`src/rtl/branch_resolve_unit.sv`:
```
// Branch resolution for the 16-bit pipeline: flag register, EX flag bypass,
// zero-latency condition evaluation, PC redirect/flush and branch statistics.
module branch_resolve_unit #(
    parameter int XLEN  = 16,
    parameter int IMM_W = 9,
    parameter int CNT_W = 16
) (
    input  logic             clk,
    input  logic             rst,
    input  logic             ex_valid,
    input  logic             ex_stall,
    input  logic             ex_set_z,
    input  logic             ex_set_nv,
    input  logic             ex_zero,
    input  logic             ex_neg,
    input  logic             ex_ovfl,
    input  logic             id_br_valid,
    input  logic             id_stall,
    input  logic             id_br_reg,
    input  logic [2:0]       id_cond,
    input  logic [XLEN-1:0]  id_pc_plus2,
    input  logic [IMM_W-1:0] id_imm,
    input  logic [XLEN-1:0]  id_reg_target,
    output logic             br_taken,
    output logic [XLEN-1:0]  br_target,
    output logic             flush,
    output logic [2:0]       flags_q,
    output logic [CNT_W-1:0] taken_cnt,
    output logic [CNT_W-1:0] nottaken_cnt
);

    typedef enum logic {
        IDLE   = 1'b0,
        SQUASH = 1'b1
    } state_e;

    typedef enum logic [2:0] {
        C_NEQ  = 3'b000,
        C_EQ   = 3'b001,
        C_GT   = 3'b010,
        C_LT   = 3'b011,
        C_GTE  = 3'b100,
        C_LTE  = 3'b101,
        C_OVFL = 3'b110,
        C_UNC  = 3'b111
    } cond_e;

    localparam int FZ = 2;
    localparam int FN = 1;
    localparam int FV = 0;

    state_e           state_q;
    state_e           state_d;
    logic [2:0]       flags_d;
    logic [CNT_W-1:0] taken_cnt_q;
    logic [CNT_W-1:0] taken_cnt_d;
    logic [CNT_W-1:0] nottaken_cnt_q;
    logic [CNT_W-1:0] nottaken_cnt_d;

    logic             ex_commit;
    logic             z_eff;
    logic             n_eff;
    logic             v_eff;
    logic             cond_true;
    logic             resolve;
    logic [XLEN-1:0]  imm_off;
    logic [XLEN-1:0]  rel_target;

    // Flag commit: only selected bits update, and only on an unstalled EX slot.
    assign ex_commit = ex_valid & ~ex_stall;

    always_comb begin
        flags_d = flags_q;
        if (ex_commit && ex_set_z) begin
            flags_d[FZ] = ex_zero;
        end
        if (ex_commit && ex_set_nv) begin
            flags_d[FN] = ex_neg;
            flags_d[FV] = ex_ovfl;
        end
    end

    always_ff @(posedge clk) begin
        if (rst) begin
            flags_q <= 3'b000;
        end else begin
            flags_q <= flags_d;
        end
    end

    // Bypass ignores ex_stall: a stalled EX still presents its final flags.
    assign z_eff = (ex_valid & ex_set_z)  ? ex_zero : flags_q[FZ];
    assign n_eff = (ex_valid & ex_set_nv) ? ex_neg  : flags_q[FN];
    assign v_eff = (ex_valid & ex_set_nv) ? ex_ovfl : flags_q[FV];

    always_comb begin
        cond_true = 1'b0;
        unique case (cond_e'(id_cond))
            C_NEQ:   cond_true = ~z_eff;
            C_EQ:    cond_true = z_eff;
            C_GT:    cond_true = ~z_eff & ~n_eff;
            C_LT:    cond_true = n_eff;
            C_GTE:   cond_true = z_eff | ~n_eff;
            C_LTE:   cond_true = z_eff | n_eff;
            C_OVFL:  cond_true = v_eff;
            C_UNC:   cond_true = 1'b1;
            default: cond_true = 1'b0;
        endcase
    end

    // The slot after a redirect is wrong-path, so SQUASH blocks resolution.
    assign resolve = id_br_valid & ~id_stall & (state_q == IDLE) & ~rst;

    assign imm_off = {{(XLEN-IMM_W-1){id_imm[IMM_W-1]}}, id_imm, 1'b0};
    assign rel_target = id_pc_plus2 + imm_off;

    always_ff @(posedge clk) begin
        if (rst) begin
            state_q <= IDLE;
        end else begin
            state_q <= state_d;
        end
    end

    always_comb begin
        state_d = state_q;
        unique case (state_q)
            IDLE: begin
                if (resolve && cond_true) begin
                    state_d = SQUASH;
                end
            end
            SQUASH:  state_d = IDLE;
            default: state_d = IDLE;
        endcase
    end

    always_comb begin
        br_taken  = 1'b0;
        br_target = '0;
        unique case (state_q)
            IDLE: begin
                br_taken = resolve & cond_true;
                if (br_taken) begin
                    br_target = id_br_reg ? id_reg_target : rel_target;
                end
            end
            SQUASH: begin
                br_taken  = 1'b0;
                br_target = '0;
            end
            default: begin
                br_taken  = 1'b0;
                br_target = '0;
            end
        endcase
    end

    assign flush = br_taken;

    // Statistics saturate at all-ones instead of wrapping.
    always_comb begin
        taken_cnt_d    = taken_cnt_q;
        nottaken_cnt_d = nottaken_cnt_q;
        if (resolve && cond_true && (taken_cnt_q != '1)) begin
            taken_cnt_d = taken_cnt_q + 1'b1;
        end
        if (resolve && !cond_true && (nottaken_cnt_q != '1)) begin
            nottaken_cnt_d = nottaken_cnt_q + 1'b1;
        end
    end

    always_ff @(posedge clk) begin
        if (rst) begin
            taken_cnt_q    <= '0;
            nottaken_cnt_q <= '0;
        end else begin
            taken_cnt_q    <= taken_cnt_d;
            nottaken_cnt_q <= nottaken_cnt_d;
        end
    end

    assign taken_cnt    = taken_cnt_q;
    assign nottaken_cnt = nottaken_cnt_q;

endmodule

```
`config.mk`:
```
export PLATFORM = sky130hd
export DESIGN_NAME = branch_resolve_unit
export DESIGN_NICKNAME = d
export VERILOG_FILES = /design/src/rtl/branch_resolve_unit.sv
export SDC_FILE = /design/constraint.sdc
export NUM_CORES = 1
export LEC_CHECK = 0
export ABC_CLOCK_PERIOD_IN_PS = 2000
export BUFFER_PORTS_ARGS = -buffer_cell sky130_fd_sc_hd__buf_4
export CAP_MARGIN = 20
export CORE_UTILIZATION = 45
export CTS_CLUSTER_DIAMETER = 200
export CTS_CLUSTER_SIZE = 25
export DETAILED_ROUTE_END_ITERATION = 10
export PLACE_DENSITY = 0.77
export SLEW_MARGIN = 10
export SYNTH_ARGS = -nofsm -noshare
export SYNTH_HDL_FRONTEND = slang
export SYNTH_SLANG_ARGS = --single-unit
```
`constraint.sdc`:
```
create_clock -name clk -period 2 [get_ports clk]
set_input_delay 0.2 -clock clk [delete_from_list [all_inputs] [get_ports clk]]
set_output_delay 0.2 -clock clk [all_outputs]
set_load 0.02 [all_outputs]
```
Word level (Yosys, flattened, before mapping)
Index checks and enable logic that the tools add are counted.
{ "word_totals": {"output_inout_bits": 53, "elab_cells": 51, "register_bits": 36} }
{ "op_classes": {"reduce_logical": 8, "n_addsub": 3, "eq_ne": 9, "mux": 10, "n_bitwise": 16} }
{ "op_table": {"columns": ["cell", "n"], "rows": [
  ["adder 16 x 1 -> 16 bit (second input constant)", 2],
  ["two-way mux 16 bit", 2],
  ["inequality test 16 bit (second input constant)", 2],
  ["one-hot mux 16 bit (2 select lines)", 1],
  ["adder 16 bit", 1],
  ["equality test 3 bit (second input constant)", 4],
  ["AND 1 bit", 8],
  ["one-hot mux 1 bit (8 select lines)", 1],
  ["equality test 3 x 2 -> 1 bit (second input constant)", 2],
  ["logical AND 1 bit", 6],
  ["NOT 1 bit", 6],
  ["two-way mux 1 bit", 4],
  ["one-hot mux 1 bit (2 select lines)", 2],
  ["equality test 3 x 1 -> 1 bit (second input constant)", 1],
  ["zero test 3 bit", 1],
  ["OR 1 bit", 2],
  ["zero test 1 bit", 1]
]} }

Logic depth before layout (Yosys ltp)
Gate-level depths: netlist of run 1.
{ "logic_depth": {"ltp_word": 8, "mapped_depth": 10} }

Least setup slack after synthesis of run 1
No wires, ideal clock.
{ "synth_path": {"kind": "input-to-output", "from": "in id_pc_plus2[1]", "to": "out br_target[15]", "arrival_ns": 2.366, "path_slack_ns": -0.566, "stages": 10, "required_ns": 1.800, "path_cell_list": "ha_1 inv_1 fa_1 nor2b_1 o2111ai_1 nand2_1 a31oi_1 o31ai_1 nor4_1 nor4b_1"} }
{ "synth_via": {"elab_chain_len": 4} }
{ "synth_lines": {"columns": ["element", "line_no", "text"], "rows": [
  ["start, declared", "21", "input logic [XLEN-1:0] id_pc_plus2,"],
  ["adder 16 bit", "115", "assign rel_target = id_pc_plus2 + imm_off;"],
  ["two-way mux 16 bit", "145", "br_target = id_br_reg ? id_reg_target : rel_target;"],
  ["two-way mux 16 bit", "144", "if (br_taken) begin"],
  ["one-hot mux 16 bit (2 select lines)", "141", "unique case (state_q)"],
  ["end, declared", "25", "output logic [XLEN-1:0] br_target,"]
]} }
Every way passes these cells.

Worst setup path in the final report of run 1
{ "layout_path": {"from": "reg flags_q[0]", "to": "reg nottaken_cnt_q[10] (netlist: nottaken_cnt[10])"} }
{ "layout_via": {"elab_chain_len": 5} }
{ "layout_lines": {"columns": ["element", "line_no", "text"], "rows": [
  ["start, declared", "27", "output logic [2:0] flags_q,"],
  ["start signal, assigned", "87", "flags_q <= flags_d;"],
  ["two-way mux 1 bit", "94", "assign v_eff = (ex_valid & ex_set_nv) ? ex_ovfl : flags_q[FV];"],
  ["one-hot mux 1 bit (8 select lines)", "98", "unique case (cond_e'(id_cond))"],
  ["zero test 1 bit", "168", "if (resolve && !cond_true && (nottaken_cnt_q != '1)) begin"],
  ["logical AND 1 bit (2 in a row)", "168", null],
  ["end signal, assigned", "179", "nottaken_cnt_q <= nottaken_cnt_d;"],
  ["end, declared", "57", "logic [CNT_W-1:0] nottaken_cnt_q;"]
]} }
Every way passes these cells.
A chain may end at the register's enable or synchronous reset.

==> flow_metrics.tcl, run 1 <==
set metrics [dict create \
    cts_tree "yes" \
    fmax_mhz 408 \
    crit_path_max_fanout 12 \
    p_leak_nw 2.38 \
    clk_latency_ns 0.30 \
    tns_ns -11.30 \
    hold_class "input pin to flip-flop" \
    synthXorXnorAreaFrac_pct 3.57 \
    path_clk_slew_ns 0.08 \
    synthFlopType "dfxtp_1" \
    clock_sinks 36 \
    finalPower_mw 2.21 \
    cp-start-kind "flip-flop" \
    grt_max_degree 34 \
    ys_ff_latch 36 \
    gp_congestion 0.870 \
    gr-total-overflow 0 \
    die_y_um 82.9 \
    violations "setup timing" \
    utilization_pct 84.9 \
    ctsHoldBuffers 0 \
    rsz0062_at_grt "true" \
    synth_compound_area_share_pct 18.4 \
    async_flop_share_pct 0 \
    clock_skew_ns 0.00816 \
    port_buffers 108 \
    multi_input_area_um2 2670 \
    ant_nets 0 \
    rows 29 \
    grt_pass1_wl_mm 19.2 \
    avgViaCountPerCell 6.18 \
    route.vias.total 4133 \
    root_buffer "clkbuf_8" \
    netlist_area_um2 2940 \
    routedWlPerCell_um 19.6 \
    hold_violations 0 \
    synth_top_family_by_area "simple AND/OR/NAND/NOR gates" \
    tightest_slew_ns 0.437 \
    antenna_found_initial 0 \
    synth_cells 390 \
    endpoint_kind "flip-flop" \
    crit_type "flip-flop to flip-flop" \
    num-nets-final 664 \
    drive_gt1_share_pct 53.4 \
    grt_pass1_vias 4046 \
    synth_edf_count 0 \
    post-route-min-period_ns 2.45 \
    syn_area_per_cell_um2 7.55 \
    start_util_pct 46.4 \
    powerDensity_nw_per_um2 410 \
    fin_ws_ns -0.453 \
    yosysWarnings 0 \
    slew_violations 0 \
    crit_required_ns 2.22 \
    relSlewSlack_pct 70.8 \
    area_growth_pct 83.2 \
    seqCellArea_um2 728 \
    period_share_pct 123 \
    ys_types 58 \
    track_usage_pct 33.9 \
    die_w_um 82.9 \
    ir_worst_vdd_v 0.000334 \
    clock_path_buffers 2 \
    wirelength_mm 13.1 \
    drc 0 \
    drtIter0Drc 336 \
    setup_viol 47 \
    synthAdderAreaFrac_pct 7.48 \
    die_area_um2 6870 \
    muxShareOfSynthArea_pct 8.07 \
    h-tree-depth 2 \
    ios 109 \
    first_pass_iters 5 \
    yosys.area_share.simple_pct 33.2 \
    diodes 0 \
    fill_cells 317 \
    cap_violations 0 \
    coreArea_um2 6350 \
    ys_seq_area_share_pct 24.5 \
    critPathArrivalTime_ns 2.67 \
    outcome "complete, but fails checks" \
    cts_buffers 5 \
    syn-num-nets 463 \
    dp_hpwl_mm 7.67 \
]
[final timing paths]
kind / startpoint / endpoint / slack, ns / depth (start not counted)
worst min-delay path: ex_zero / flags_q[2] / 0.16 / 3
worst max-delay path: flags_q[0] / nottaken_cnt[10] / -0.45 / 10
worst min register to register: taken_cnt[4] / taken_cnt[4] / 0.53 / 1
worst max register to register: flags_q[0] / nottaken_cnt[10] / -0.45 / 10
[power breakdown]
| group | internal, mW | switching, mW | total [mW] |
|---|---|---|---|
| logic | 0.450 | 0.462 | 0.912 |
| registers | 0.721 | 0.00376 | 0.725 |
| clock network | 0.281 | 0.295 | 0.576 |
[flip-flops by register name, indices dropped and copies added, names as in the netlist]
register	cells
state_q	1
flags_q	3
nottaken_cnt	16
taken_cnt	16
[critical path, stage by stage, from the launching register on]
cell	delay, ns
dfxtp_2	0.33
a21boi_1	0.12
nor4bb_1	0.34
buf_4	0.18
a21oi_2	0.03
o32ai_2	0.14
nand2_2	0.18
buf_4	0.20
buf_12	0.15
or4_1	0.52
a21oi_1	0.19
[repair_timing]
action                                  4_1_cts  5_1_grt
cloned                                        2        0
setup buffers                                10       11
endpoints found under the setup margin       48       50
pin swaps                                    39       12
endpoints found under the hold margin         0        0
resized for setup                            85       31
[stage by stage]
| stage | worst slack (ns) | cell area, µm² | cells | hold WS [ns] |
|---|---|---|---|---|
| after floorplan | -0.179 | 3140 | 390 | 0.337 |
| after global placement | -0.428 | 4590 | 639 | 0.470 |
| after detailed placement | -0.469 | 4590 | 639 | 0.481 |
| after CTS | -0.328 | 5150 | 659 | 0.166 |
| after global routing | -0.506 | 5390 | 669 | 0.173 |
| final | -0.453 | 5390 | 669 | 0.162 |
[routing by layer]
| layer | GRT usage, % | vias up | share of wire (%) |
|---|---|---|---|
| met5 | 0 | - | 0 |
| met4 | 16.3 | 0 | 5.8 |
| met3 | 7.75 | 74 | 6.9 |
| met2 | 61.5 | 267 | 51 |
| met1 | 36.9 | 1951 | 37 |
| li1 | - | 1841 | - |
[layout make-up]
| cell class | instances | area share (%) |
|---|---|---|
| clock buffer | 7 | 1.60 |
| clock inverter | 1 | 0.139 |
| inverter | 14 | 0.974 |
| multi-input combinational | 322 | 49.5 |
| sequential | 36 | 13.5 |
| tap | 77 | 1.79 |
| timing repair buffer | 212 | 32.5 |
[synthesized netlist by cell type (all sizes together) (12+ instances only)]
cell type,n,share of area [%]
nand2,29,3.8
nand3,24,4.1
nor3,12,2.0
ha,16,6.8
mux2,14,5.4
nor2b,18,3.8
clkbuf,16,2.0
inv,14,1.8
nor2,47,6.0
a21oi,37,6.4
dfxtp,36,24
[layout by cell type, fill, tap and decap left out, drive strengths merged, types with 3 or more instances in the layout]
cell    Yosys  layout
and2        3       5
nand3      24      24
nor4b       3       3
ha         16      16
nand4      11      11
o31ai       8       8
xor2        4       4
xnor2       8       8
and3        6       6
o41ai       3       3
or3         5       5
nor3b       3       3
a21o        3       3
a21boi      3       3
nor3       12      12
a21oi      37      37
clkbuf     16       7
nand2      29      29
buf         4     212
mux2       14      14
nor4        6       6
a211oi      6       6
mux2i       8       8
o211ai      3       3
nor2       47      47
nor2b      18      18
inv        14      14
o21ai      11      11
dfxtp      36      36
or4         7       7
[logic make-up (layout without fill, tap and decap cells)]
group                      count (synthesis)  count (layout)
muxes                                     22              22
adders and majority gates                 17              17
buffers and inverters                     34             234
DFF                                       36              36
and+or+nand+nor                          184             186
AOI/OAI and AO/OA                         85              85
xor gates and xnor gates                  12              12
Power figures use the tool's default switching activity.
==> run 2, diff against run 1 <==
--- a/config.mk
+++ b/config.mk
@@ -12,6 +12,7 @@
 export CTS_CLUSTER_DIAMETER = 200
 export CTS_CLUSTER_SIZE = 25
 export DETAILED_ROUTE_END_ITERATION = 10
+export GPL_TIMING_DRIVEN = 0
 export PLACE_DENSITY = 0.77
 export SLEW_MARGIN = 10
 export SYNTH_ARGS = -nofsm -noshare
==> run 2 against run 1 <==
Net effect: the run still ends with setup timing left; routed wire length increased by 1.8%; die area is the same; critical path depth rose by 1; maximum frequency rose by 1.3%; via count decreased by 3.0%; first-iteration DRC count is 31% lower; hold slack improved by 0.020 ns; critical path type is now flip-flop to output pin; largest cell class unchanged.
==> flow_metrics.tcl, run 2 (synthesis gave the netlist of run 1 again) <==
set metrics [dict create \
    outcome "complete, but fails checks" \
    violations "setup timing" \
    gp_congestion 0.905 \
    p_leak_nw 2.17 \
    dpl_worst_slack_ns -0.524 \
    post-route-min-period_ns 2.42 \
    r2r-start "flags_q[1]" \
    p_switching_uw 815 \
    first_pass_iters 6 \
    coreArea_um2 6350 \
    ios 109 \
    place_inst 574 \
    path_clk_slew_ns 0.08 \
    cts_tree "yes" \
    reg2reg_to "taken_cnt[12]" \
    die_y_um 82.9 \
    clock_path_buffers 2 \
    tightest_slew_ns 0.660 \
    crit_type "flip-flop to output pin" \
    cts_buffers 5 \
    hold_class "input pin to flip-flop" \
    cp-start-kind "flip-flop" \
    post_dp_cell_area_um2 4040 \
    multi_input_area_um2 2940 \
    port_buffers 107 \
    switching_share_pct 36.4 \
    crit_required_ns 1.80 \
    endpoint_kind "output pin" \
    layout_commonest_cell "buf_4" \
    hold_violations 0 \
    avgViaCountPerCell 6.44 \
    endpoint "br_target[14]" \
    grt_pass1_vias 3864 \
    fin_ws_ns -0.423 \
    p_clk_share_pct 24.9 \
    drc 0 \
    die_area_um2 6870 \
    root_buffer "clkbuf_8" \
    dp_hpwl_mm 6.66 \
    powerDensity_nw_per_um2 416 \
    ctsHoldBuffers 0 \
    num-nets-final 617 \
    drtIter0Drc 232 \
    crit_path_max_fanout 7 \
    slew_violations 0 \
    cp_cell_sequence "a21boi_2 > nor4bb_1 > buf_4 > a21oi_4 > o32ai_4 > nand2_4 > nand2_8 > buf_12 > inv_6 > and2_4 > buf_6" \
    wirelength_mm 13.3 \
    clock_skew_ns 0.0135 \
    route.vias.total 4007 \
    die_w_um 82.9 \
    worstRegToRegCells 10 \
    setup_viol 50 \
    fin_cells 622 \
    area_growth_pct 82.6 \
    ir_worst_vdd_v 0.000298 \
    antenna_found_initial 0 \
    period_share_pct 121 \
    finalPower_mw 2.24 \
    clock_sinks 36 \
    drive_gt1_share_pct 53.6 \
    grt_pass1_wl_mm 18.0 \
    stdcell_area_um2 5380 \
    critPathArrivalTime_ns 2.22 \
    max_stage_delay_ns 0.33 \
    final_cell_mix "buf_4 (109), buf_6 (36), nor2_1 (31), dfxtp_1 (30), a21oi_1 (25)" \
    pwr-share-seq_pct 32.6 \
    slowest_stage "dfxtp_2" \
    routedWlPerCell_um 21.4 \
    power.share.combinational_pct 42.5 \
    seqCellArea_um2 731 \
    ant_nets 0 \
    relSlewSlack_pct 56.0 \
    diodes 0 \
    gr-total-overflow 0 \
    start_util_pct 46.4 \
    cp-startpoint "flags_q[0]" \
    utilization_pct 84.7 \
    rsz0062_at_grt "true" \
    cap_violations 0 \
    clk_latency_ns 0.31 \
    rows 29 \
    track_usage_pct 31.3 \
    p_int_mw 1.42 \
    fill_cells 321 \
    grt_max_degree 13 \
    reg2reg_slack_ns -0.35 \
    fmax_mhz 413 \
    h-tree-depth 2 \
]
## run 2: what timing repair did
action	4_1_cts	5_1_grt
endpoints found under the setup margin	45	50
buffers inserted	26	15
gates resized for setup	113	82
pin swaps	50	30
gates cloned	4	0
## run 2: metal layers
layer / GRT usage, % / wire length [µm] / vias up
met2: 55.6 / 6710 / 261
met5: 0 / 0 / -
met1: 37.2 / 4890 / 1923
li1: - / - / 1738
met4: 12.4 / 755 / 0
met3: 5.77 / 979 / 85
## run 2: cell type report
class	count	area share, %
clock inverter	3	0.349
timing repair buffer	149	24.6
sequential	36	13.6
tap	77	1.79
inverter	14	1.07
clock buffer	5	1.28
buffer	18	2.75
multi-input combinational	320	54.6
## run 2: metrics by stage
stage | setup TNS, ns | hold WS, ns
after global placement | -10.91 | 0.454
after detailed placement | -13.50 | 0.465
after global routing | -16.17 | 0.204
after floorplan | -0.697 | 0.337
final | -13.87 | 0.182
after CTS | -7.93 | 0.160
## run 2: critical path: cells and delay by family (launching register included)
| kind | cells | cell delay [ns] |
|---|---|---|
| AOI/OAI and AO/OA | 3 | 0.38 |
| DFF | 1 | 0.33 |
| buffers and inverters | 4 | 0.47 |
| and+or+nand+nor | 4 | 0.74 |
## run 2: worst min path at each step
stage | startpoint | depth (start not counted) | slack [ns] | end
floorplan | ex_neg | 2 | 0.34 | flags_q[1]
global placement | flags_q[0] | 2 | 0.45 | flags_q[0]
detailed placement | flags_q[0] | 2 | 0.46 | flags_q[0]
CTS | ex_neg | 3 | 0.16 | flags_q[1]
global route | ex_ovfl | 3 | 0.20 | flags_q[0]
finish | ex_neg | 3 | 0.18 | flags_q[1]
## run 2: power groups by stage
stage / Sequential (mW) / Combinational, mW / Clock [mW]
5_1_grt: 0.730 / 1.00 / 0.573
3_3_place_gp: 0.743 / 0.584 / 0
4_1_cts: 0.727 / 0.813 / 0.527
6_report: 0.729 / 0.950 / 0.557
2_1_floorplan: 0.748 / 0.393 / 0
3_5_place_dp: 0.743 / 0.597 / 0
==> run 3, diff against run 2 <==
--- a/config.mk
+++ b/config.mk
@@ -5,15 +5,15 @@
 export SDC_FILE = /design/constraint.sdc
 export NUM_CORES = 1
 export LEC_CHECK = 0
-export ABC_CLOCK_PERIOD_IN_PS = 2000
+export ABC_CLOCK_PERIOD_IN_PS = 2550
 export BUFFER_PORTS_ARGS = -buffer_cell sky130_fd_sc_hd__buf_4
 export CAP_MARGIN = 20
-export CORE_UTILIZATION = 45
+export CORE_UTILIZATION = 50
 export CTS_CLUSTER_DIAMETER = 200
 export CTS_CLUSTER_SIZE = 25
 export DETAILED_ROUTE_END_ITERATION = 10
 export GPL_TIMING_DRIVEN = 0
-export PLACE_DENSITY = 0.77
+export PLACE_DENSITY = 0.81
 export SLEW_MARGIN = 10
 export SYNTH_ARGS = -nofsm -noshare
 export SYNTH_HDL_FRONTEND = slang
==> constraint.sdc (replaced) <==
create_clock -name clk -period 2.55 [get_ports clk]
set_input_delay 0.255 -clock clk [delete_from_list [all_inputs] [get_ports clk]]
set_output_delay 0.255 -clock clk [all_outputs]
set_load 0.02 [all_outputs]
==> run 3 against run 2 <==
Net effect: the flow still finishes with violations (setup timing); critical path depth unchanged; via count shrank 15%; sequential cell count is the same; sequential share of layout area grew 3.8 points; setup slack better by 0.38 ns; utilization down 10 points; clock skew fell by 0.0023 ns; register-to-register slack gained 0.54 ns; global-route usage down 4.5 points.
==> flow_metrics.tcl, run 3 (synthesis gave the netlist of run 1 again) <==
set metrics [dict create \
    cap_violations 0 \
    p_int_uw 992 \
    track_usage_pct 26.8 \
    drc 0 \
    hold_violations 0 \
    h-tree-depth 2 \
    crit_type "input pin to output pin" \
    clock_skew_ns 0.0112 \
    diodes 0 \
    r2r-start "taken_cnt[0]" \
    ant_nets 0 \
    grt_pass1_vias 3033 \
    tightest_slew_ns 0.585 \
    rsz0062_at_grt "true" \
    crit_path_max_fanout 4 \
    hold_depth 3 \
    grt_max_degree 13 \
    relSlewSlack_pct 61.0 \
    avgViaCountPerCell 5.88 \
    worstRegToRegCells 8 \
    hold_class "input pin to flip-flop" \
    rows 27 \
    slew_violations 0 \
    root_buffer "clkbuf_8" \
    final_cell_mix "buf_4 (111), nor2_1 (47), dfxtp_1 (36), a21oi_1 (35), nand2_1 (26)" \
    finalPower_mw 1.49 \
    gp_congestion 0.921 \
    drive_gt1_share_pct 34.0 \
    reg2reg_to "taken_cnt[15]" \
    tns_ns -0.0499 \
    fmax_mhz 386 \
    switching_share_pct 33.3 \
    ir_worst_vdd_v 0.000187 \
    period_share_pct 102 \
    fill_cells 446 \
    outcome "complete, but fails checks" \
    die_w_um 78.7 \
    powerDensity_nw_per_um2 358 \
    die_area_um2 6200 \
    setup_viol 2 \
    clock_path_buffers 2 \
    cts_buffers 5 \
    clock_sinks 36 \
    start_util_pct 52.8 \
    first_pass_iters 6 \
    drtIter0Drc 224 \
    fin_ws_ns -0.0425 \
    num-nets-final 581 \
    reg2reg_slack_ns 0.19 \
    dpl_worst_slack_ns -0.236 \
    pwr-share-seq_pct 38.4 \
    routedWlPerCell_um 14.9 \
    crit_required_ns 2.30 \
    port_buffers 107 \
    route.vias.total 3417 \
    p_clk_share_pct 27.6 \
    min-delay-start "ex_zero" \
    gr-total-overflow 0 \
    ios 109 \
    power.share.combinational_pct 34.0 \
    hold_path_end "flags_q[2]" \
    cp-start-kind "input pin" \
    area_growth_pct 41.0 \
    wirelength_mm 8.64 \
    antenna_found_initial 0 \
    violations "setup timing" \
    critPathArrivalTime_ns 2.34 \
    cts_tree "yes" \
    layout_commonest_cell "buf_4" \
    die_y_um 78.7 \
    path_clk_slew_ns 0.08 \
    dp_hpwl_mm 6.27 \
    post-route-min-period_ns 2.59 \
    grt_pass1_wl_mm 13.4 \
    p_switching_uw 495 \
    coreArea_um2 5570 \
    p_leak_nw 1.77 \
    endpoint_kind "output pin" \
    clk_latency_ns 0.30 \
]
==> run 3: cell count changes in the layout (fill, tap and decap cells not counted), sizes merged <==
cell | before | now
buf | 154 | 118
==> run 3: layout make-up <==
class	count	area (µm²)	area share, %
buffer	18	82.6	1.99
clock buffer	5	68.8	1.66
clock inverter	3	18.8	0.452
inverter	14	52.6	1.27
multi-input combinational	320	2260	54.4
sequential	36	721	17.4
tap	72	90.1	2.17
timing repair buffer	113	860	20.7
==> run 3: worst max-delay path, stage by stage <==
cell and delay [ns]:
buf_4 0.11, ha_1 0.34, o21ai_1 0.24, o211ai_1 0.18, a221oi_2 0.41, buf_4 0.19, xor2_1 0.14, nor2_1 0.06
a21oi_1 0.19, nor2_1 0.06, buf_4 0.16
==> run 3: how the worst max path moves through the flow <==
stage,slack [ns],from,cells after the start,to
floorplan,0.03,id_pc_plus2[1],10,br_target[13]
global placement,-0.23,ex_valid,10,br_target[3]
detailed placement,-0.24,ex_valid,10,br_target[4]
CTS,0.0002,id_pc_plus2[1],12,br_target[13]
global route,-0.16,id_pc_plus2[3],10,br_target[12]
finish,-0.04,id_pc_plus2[3],11,br_target[10]
==> run 3: power groups by stage <==
| stage | sequential [mW] | clock, mW | combinational [mW] |
|---|---|---|---|
| detailed placement | 0.583 | 0 | 0.427 |
| finish | 0.571 | 0.411 | 0.505 |
| floorplan | 0.587 | 0 | 0.274 |
| global route | 0.571 | 0.444 | 0.550 |
| global placement | 0.583 | 0 | 0.422 |
| CTS | 0.570 | 0.416 | 0.451 |
==> run 3: metal layers <==
| layer | vias up | GRT usage, % | share of wire (%) |
|---|---|---|---|
| li1 | 1667 | - | - |
| met1 | 1587 | 32.3 | 42 |
| met2 | 137 | 47.1 | 49 |
| met3 | 26 | 4.83 | 6.4 |
| met4 | 0 | 10.0 | 2.5 |
| met5 | - | 0 | 0 |
==> run 3: through the flow <==
stage,hold slack (ns),instance area [µm²],util [%],instances
final,0.229,4150,74.5,581
after global routing,0.226,4150,74.5,581
after CTS,0.227,4000,71.7,578
after detailed placement,0.465,3840,69.0,569
after global placement,0.459,3840,69.0,569
after floorplan,0.403,2950,-,390
==> run 3: what timing repair did <==
action                     in CTS  in global routing
setup endpoints to repair      18                 15
hold buffers                    0                  0
pin swaps                       2                 16
resized for setup              11                 28
buffers inserted                3                  3
